===== config.mk =====
export PLATFORM = sky130hd
export DESIGN_NAME = m_stage_mem_ctrl
export DESIGN_NICKNAME = d
export VERILOG_FILES = /design/src/rtl/m_stage_mem_ctrl.sv
export SDC_FILE = /design/constraint.sdc
export NUM_CORES = 1
export LEC_CHECK = 0
export CAP_MARGIN = 20
export CORE_MARGIN = 8
export CORE_UTILIZATION = 42
export CTS_CLUSTER_DIAMETER = 80
export DETAILED_ROUTE_END_ITERATION = 10
export PLACE_DENSITY = 0.88
export SYNTH_ARGS = -nofsm -noshare
export SYNTH_HDL_FRONTEND = slang
export SYNTH_SLANG_ARGS = --single-unit

===== constraint.sdc =====
create_clock -name clk -period 2.1 [get_ports clk]
set_input_delay 0.42 -clock clk [delete_from_list [all_inputs] [get_ports clk]]
set_output_delay 0.42 -clock clk [all_outputs]
set_load 0.1 [all_outputs]

===== src/rtl/m_stage_mem_ctrl.sv =====
// Memory-stage controller: turns M-stage load/store controls into a cache req/ready handshake and builds the M/WB register.
// Optional MEM_CTRL_PERF_EN adds perf_access / perf_wait counters.
module m_stage_mem_ctrl #(
  parameter int data_size = 32,
  parameter int pc_size   = 18,
  parameter int addr_size = 16
) (
  input  logic                 clk,
  input  logic                 rst,
  input  logic                 M_MemtoReg,
  input  logic                 M_RegWrite,
  input  logic                 M_MemWrite,
  input  logic                 M_Jal,
  input  logic                 M_ExtendLH,
  input  logic                 M_ExtendSH,
  input  logic [data_size-1:0] M_ALU_result,
  input  logic [data_size-1:0] M_Rt_data,
  input  logic [pc_size-1:0]   M_PCplus8,
  input  logic [4:0]           M_WR_out,
  input  logic                 DC_ready,
  input  logic [data_size-1:0] DC_rdata,
  output logic                 DC_req,
  output logic                 DC_we,
  output logic [addr_size-1:0] DC_addr,
  output logic [data_size-1:0] DC_wdata,
  output logic [3:0]           DC_be,
  output logic                 M_stall,
  output logic                 MW_RegWrite,
  output logic [4:0]           MW_WR_out,
  output logic [data_size-1:0] MW_Wdata
`ifdef MEM_CTRL_PERF_EN
  ,
  output logic [31:0]          perf_access,
  output logic [31:0]          perf_wait
`endif
);

  typedef enum logic {
    IDLE = 1'b0,
    BUSY = 1'b1
  } state_t;

  state_t                 r_state;
  logic                   r_dc_req;
  logic                   r_dc_we;
  logic [addr_size-1:0]   r_dc_addr;
  logic [data_size-1:0]   r_dc_wdata;
  logic [3:0]             r_dc_be;
  logic                   r_mw_regwrite;
  logic [4:0]             r_mw_wr_out;
  logic [data_size-1:0]   r_mw_wdata;

  logic                   w_mem_op;
  logic                   w_done;
  logic                   w_stall;
  logic                   w_hi_half;
  logic [3:0]             w_st_be;
  logic [data_size-1:0]   w_st_wdata;
  logic [15:0]            w_ld_half;
  logic [data_size-1:0]   w_ld_data;
  logic [data_size-1:0]   w_wb_data;
  logic                   w_unused;

  assign w_mem_op = M_MemtoReg | M_MemWrite;
  assign w_done   = (r_state == BUSY) & DC_ready;
  // EX/M holds the instruction until the completion edge, so M_* stay valid through BUSY.
  assign w_stall  = w_mem_op & ~w_done;

  // Big-endian: addr[1]=0 selects the upper halfword of the word.
  assign w_hi_half = ~M_ALU_result[1];

  always_comb begin
    // NOTE: every combinational output gets a default first so no path can infer a latch.
    w_st_be    = 4'b1111;
    w_st_wdata = M_Rt_data;
    if (M_MemWrite && M_ExtendSH) begin
      w_st_be    = w_hi_half ? 4'b1100 : 4'b0011;
      w_st_wdata = {2{M_Rt_data[15:0]}};
    end
  end

  always_comb begin
    w_ld_half = w_hi_half ? DC_rdata[31:16] : DC_rdata[15:0];
    w_ld_data = DC_rdata;
    if (M_ExtendLH) begin
      w_ld_data = {{(data_size-16){w_ld_half[15]}}, w_ld_half};
    end
  end

  always_comb begin
    w_wb_data = M_ALU_result;
    if (M_Jal) begin
      w_wb_data = {{(data_size-pc_size){1'b0}}, M_PCplus8};
    end else if (M_MemtoReg) begin
      w_wb_data = w_ld_data;
    end
  end

  // Address bits outside the cache word index are intentionally ignored.
  assign w_unused = ^{M_ALU_result[data_size-1:addr_size+2], M_ALU_result[0]};

  always_ff @(negedge clk) begin
    if (rst) begin
      r_state       <= IDLE;
      r_dc_req      <= 1'b0;
      r_dc_we       <= 1'b0;
      r_dc_addr     <= '0;
      r_dc_wdata    <= '0;
      r_dc_be       <= 4'b0000;
      r_mw_regwrite <= 1'b0;
      r_mw_wr_out   <= 5'd0;
      r_mw_wdata    <= '0;
    end else begin
      // NOTE: non-blocking assignments so every register samples pre-edge values.
      case (r_state)
        IDLE: begin
          if (w_mem_op) begin
            r_state    <= BUSY;
            r_dc_req   <= 1'b1;
            r_dc_we    <= M_MemWrite;
            r_dc_addr  <= M_ALU_result[addr_size+1:2];
            r_dc_wdata <= w_st_wdata;
            r_dc_be    <= M_MemWrite ? w_st_be : 4'b1111;
          end
        end
        BUSY: begin
          if (DC_ready) begin
            r_state  <= IDLE;
            r_dc_req <= 1'b0;
          end
        end
        default: r_state <= IDLE;
      endcase

      if (w_stall) begin
        r_mw_regwrite <= 1'b0;
      end else begin
        r_mw_regwrite <= M_RegWrite;
        r_mw_wr_out   <= M_WR_out;
        r_mw_wdata    <= w_wb_data;
      end
    end
  end

`ifdef MEM_CTRL_PERF_EN
  logic [31:0] r_perf_access;
  logic [31:0] r_perf_wait;

  always_ff @(negedge clk) begin
    if (rst) begin
      r_perf_access <= 32'd0;
      r_perf_wait   <= 32'd0;
    end else if (r_state == BUSY) begin
      if (DC_ready) r_perf_access <= r_perf_access + 32'd1;
      else          r_perf_wait   <= r_perf_wait + 32'd1;
    end
  end

  assign perf_access = r_perf_access;
  assign perf_wait   = r_perf_wait;
`endif

  assign DC_req      = r_dc_req;
  assign DC_we       = r_dc_we;
  assign DC_addr     = r_dc_addr;
  assign DC_wdata    = r_dc_wdata;
  assign DC_be       = r_dc_be;
  assign M_stall     = w_stall;
  assign MW_RegWrite = r_mw_regwrite;
  assign MW_WR_out   = r_mw_wr_out;
  assign MW_Wdata    = r_mw_wdata;

endmodule


==> impl_metrics.yaml, run 1 <==
clocking:
  root_buffer: "clkbuf_8"
  cts_resized: 174
  cts_setup_buffers: 33
  cts_htree_levels: 3
  numCtsBuffers: 9
  cts.hold.buffers_added: 0
  clockBufferDepth: 2
  clock-sinks: 91
synth:
  syn_inst: 527
  synth_area_leaders: "dfxtp_1, nand2_1, a21oi_1"
  ys_ff_latch: 91
  yosysMostFrequentCell: "nand2_1"
  syn-cell-area_sq_um: 4090
  yosysSeqAreaShare: 0.446
  synth_top_area_cell: "dfxtp_1"
  synthArstFlopShare: 0
  ys.flop_type: "dfxtp_1"
  synth_top_area_frac: 0.446
  syn_avg_cell_area_sq_um: 7.76
  synth_edf_count: 0
  ys_types: 36
  synthTopCellsByCount: "nand2_1, dfxtp_1, nor2_1, a21oi_1, clkbuf_1"
  yosys_warnings: 0
  synthesis.nets: 655
status:
  status: "stopped before the end"
  stop_stage: "clock tree synthesis (4_1_cts)"
  stop_error: "[ERROR DPL-0038] Utilization greater than 100%, impossible to legalize"
die:
  die_h_um: 115
  fp-row-count: 36
  die_x_um: 115
  start_util: 0.426
  io_pins: 221
placement:
  place_area_sq_um: 8200
  place_congestion: 0.849
  dp_hpwl_um: 14900
  numPortBuffers: 220
-- logic make-up after synthesis --
| kind of cell | synth area share |
|---|---|
| and+or+nand+nor | 0.271 |
| AOI/OAI and AO/OA | 0.219 |
| DFF | 0.446 |
| buffers and inverters | 0.0624 |
| muxes | 0.00245 |
-- stage by stage --
stage               instances  setup WS, ns  TNS [ns]   util
detailed placement        882         -1.06    -78.07  0.854
global placement          882        -0.973    -71.96  0.854
floorplan                 527        -0.294    -14.80      -
==> run 2: changes to the inputs <==
--- a/config.mk
+++ b/config.mk
@@ -7,10 +7,9 @@
 export LEC_CHECK = 0
 export CAP_MARGIN = 20
 export CORE_MARGIN = 8
-export CORE_UTILIZATION = 42
-export CTS_CLUSTER_DIAMETER = 80
+export CORE_UTILIZATION = 40
 export DETAILED_ROUTE_END_ITERATION = 10
-export PLACE_DENSITY = 0.88
+export PLACE_DENSITY_LB_ADDON = 0.15
 export SYNTH_ARGS = -nofsm -noshare
 export SYNTH_HDL_FRONTEND = slang
 export SYNTH_SLANG_ARGS = --single-unit
==> impl_metrics.yaml, run 2 <==
global_routing:
  first_global_vias: 6280
  grt_max_degree: 53
  antenna_found_initial: 1
  track_usage: 0.323
  grt-ovfl-total: 0
  grt_first_pass_wirelength_um: 33600
placement:
  place_area_sq_um: 8110
  pre_cts_slack_ns: -1.03
  place_congestion: 0.984
  dp_hpwl_um: 13400
  numPortBuffers: 220
clocking:
  cts_htree_levels: 3
  root_buffer: "clkbuf_8"
  cts.hold.buffers_added: 0
  numCtsBuffers: 9
  clk_pin_slew_ns: 0.05
  worstSkewPairLatency_ns: 0.49
  clock-sinks: 91
  cts_tree: "built"
  clockBufferDepth: 2
die:
  io_pins: 221
  start_util: 0.403
  die_x_um: 117
  die_area_sq_um: 13700
  core-area_sq_um: 10100
  fp-row-count: 37
  die_h_um: 117
synth:
  yosysMostFrequentCell: "nand2_1"
  synth_area_leaders: "dfxtp_1, nand2_1, a21oi_1"
  synth_edf_count: 0
  ys.flop_type: "dfxtp_1"
  synth_top_area_frac: 0.446
  syn_avg_cell_area_sq_um: 7.76
  ys_ff_latch: 91
  ys_types: 36
  syn-cell-area_sq_um: 4090
  synthesis.nets: 655
  synthArstFlopShare: 0
  synthTopCellsByCount: "nand2_1, dfxtp_1, nor2_1, a21oi_1, clkbuf_1"
  syn_inst: 527
  synth_top_area_cell: "dfxtp_1"
  yosys_warnings: 0
  yosysSeqAreaShare: 0.446
power:
  p_leak_nw: 4.19
  ir_drop_uv: 588
  cellPowerDensity_nw_per_um2: 788
  design_power_total_mw: 7.65
min_path:
  hp-class: "reg2reg"
critical_path:
  crit_buf_inv: 3
  worstSetupPathType: "reg2out"
  cp_max_fo: 2
  crit_path_end_kind: "output pin"
  critical_path.max_stage_delay_ns: 0.32
  crit_top_cell: "buf_12"
  startpoint_type: "register"
  crit_arrival_ns: 2.33
  crit_chain: "a21o_4 -> inv_8 -> buf_12 -> buf_12"
  crit_required_ns: 1.68
  crit_family: "flip-flops"
  crit_path_top_delay_cell: "dfxtp_2"
sta:
  worstMarginPinSlew_ns: 0.356
  skew_ns: 0.0752
  finalSetupViolations: 136
  relSlewSlack: 0.763
  holdWs_ns: 0.480
  finalHoldViolCount: 0
  setup_ws_ns: -0.651
  rsz0062_at_grt: "true"
  slew_violations: 0
route:
  vias: 6661
  vias_per_cell: 6.49
  ant_nets: 0
  drc: 0
  wire_per_inst_um: 29.1
  drt-initial-drc-count: 1124
  wirelength_um: 29900
  drtPass1Iterations: 6
status:
  violations: "setup timing"
  status: "finished, violations left"
cells_and_area:
  final_nets: 1011
  layout_common_cells: "nand2_1, buf_12, clkdlybuf4s50_1, inv_1, dfxtp_4"
  area_growth_pct: 137
  final_common_cell: "nand2_1"
  stdcell_area_sq_um: 9700
  drive_gt1_frac: 0.443
run:
  drv_cap: 0
run 2: layer usage:
metal	GRT usage	share of wire	wire, um
met2	0.558	0.47	14100
met5	0	0	0
met1	0.325	0.31	9180
met4	0.195	0.089	2640
met3	0.125	0.13	3920
run 2: area by class of cell:
cell class	count	area, sq um
Antenna cell	2	5.00
Clock buffer	9	124
Clock inverter	98	464
Fill cell	220	437
Inverter	2	27.5
Multi-Input combinational cell	381	2580
Sequential cell	91	2160
Tap cell	136	170
Timing Repair Buffer	307	4170
run 2: power breakdown:
part           total, mW  switching [mW]  internal [mW]  leakage (nW)
registers           2.03           0.176           1.85         0.810
clock network       2.65            1.62           1.03         0.609
logic               2.96            1.79           1.17          2.77
run 2: repair_timing:
item / 4_1_cts / 5_1_grt
setup buffers: 22 / 15
hold endpoints to repair: 0 / 0
gates resized for setup: 111 / 66
pin swaps: 23 / 24
cloned: 6 / 7
setup endpoints to repair: 183 / 143
run 2: per-stage QoR:
| step | util | cells | setup TNS, ns |
|---|---|---|---|
| 2_1_floorplan | - | 527 | -14.80 |
| 3_3_place_gp | 0.800 | 871 | -69.61 |
| 3_5_place_dp | 0.800 | 871 | -74.56 |
| 6_report | 0.957 | 1026 | -37.88 |
| 4_1_cts | 0.908 | 1005 | -31.99 |
| 5_1_grt | 0.957 | 1025 | -39.68 |
run 2: cell families after synthesis:
logic type      after synthesis  synth area share
simple gates                252             0.271
flops                        91             0.446
buf+inv                      57            0.0624
mux                           1           0.00245
compound gates              126             0.219
run 2: worst paths after layout:
check            endpoint   startpoint  slack, ns  depth (start not counted)
min reg2reg   DC_wdata[6]  DC_wdata[6]       0.48                          2
max               M_stall      r_state      -0.65                          4
min           DC_wdata[6]  DC_wdata[6]       0.48                          2
max reg2reg  MW_Wdata[29]      r_state       0.62                          6
run 2: worst min-delay path: cells and delay by family, from the launching register on:
family,cells,cell delay (ns)
flip-flops,1,0.34
AND/OR/NAND/NOR,1,0.05
AO/OA/AOI/OAI,1,0.05
(Power assumes the default switching activity.)
==> run 3: changes to the inputs <==
--- a/config.mk
+++ b/config.mk
@@ -7,7 +7,7 @@
 export LEC_CHECK = 0
 export CAP_MARGIN = 20
 export CORE_MARGIN = 8
-export CORE_UTILIZATION = 40
+export CORE_UTILIZATION = 42
 export DETAILED_ROUTE_END_ITERATION = 10
 export PLACE_DENSITY_LB_ADDON = 0.15
 export SYNTH_ARGS = -nofsm -noshare
==> impl_metrics.yaml, run 3 <==
clocking:
  numCtsBuffers: 9
  cts_htree_levels: 3
  root_buffer: "clkbuf_8"
  clock-sinks: 91
  clockBufferDepth: 2
  cts_resized: 115
  cts_setup_buffers: 20
  cts.hold.buffers_added: 0
synth:
  synthesis.nets: 655
  synth_top_area_frac: 0.446
  synth_edf_count: 0
  ys_ff_latch: 91
  yosysSeqAreaShare: 0.446
  ys.flop_type: "dfxtp_1"
  ys_types: 36
  synth_area_leaders: "dfxtp_1, nand2_1, a21oi_1"
  synthArstFlopShare: 0
  syn_inst: 527
  syn-cell-area_sq_um: 4090
  yosysMostFrequentCell: "nand2_1"
  synthTopCellsByCount: "nand2_1, dfxtp_1, nor2_1, a21oi_1, clkbuf_1"
  synth_top_area_cell: "dfxtp_1"
  syn_avg_cell_area_sq_um: 7.76
  yosys_warnings: 0
status:
  status: "stopped before the end"
  stop_error: "[ERROR DPL-0033] detailed placement checks failed during check placement."
  stop_stage: "clock tree synthesis (4_1_cts)"
placement:
  pre_cts_slack_ns: -1.04
  dp_hpwl_um: 14400
  place_congestion: 0.840
  numPortBuffers: 220
die:
  io_pins: 221
  die_h_um: 115
  start_util: 0.426
  die_x_um: 115
  fp-row-count: 36
## run 3: cell counts after synthesis
No cell type changed its count.
## run 3: kinds of logic after synthesis
kind of cell	share of synthesized area
AOI/OAI and AO/OA	0.219
buffers and inverters	0.0624
DFF	0.446
muxes	0.00245
and+or+nand+nor	0.271
## run 3: through the flow
| stage | instances | hold slack, ns | util | setup TNS [ns] | cell area (sq um) |
|---|---|---|---|---|---|
| after floorplan | 527 | 0.520 | - | -14.80 | 4950 |
| after global placement | 877 | 0.468 | 0.852 | -71.25 | 8170 |
| after detailed placement | 877 | 0.476 | 0.852 | -77.88 | 8170 |
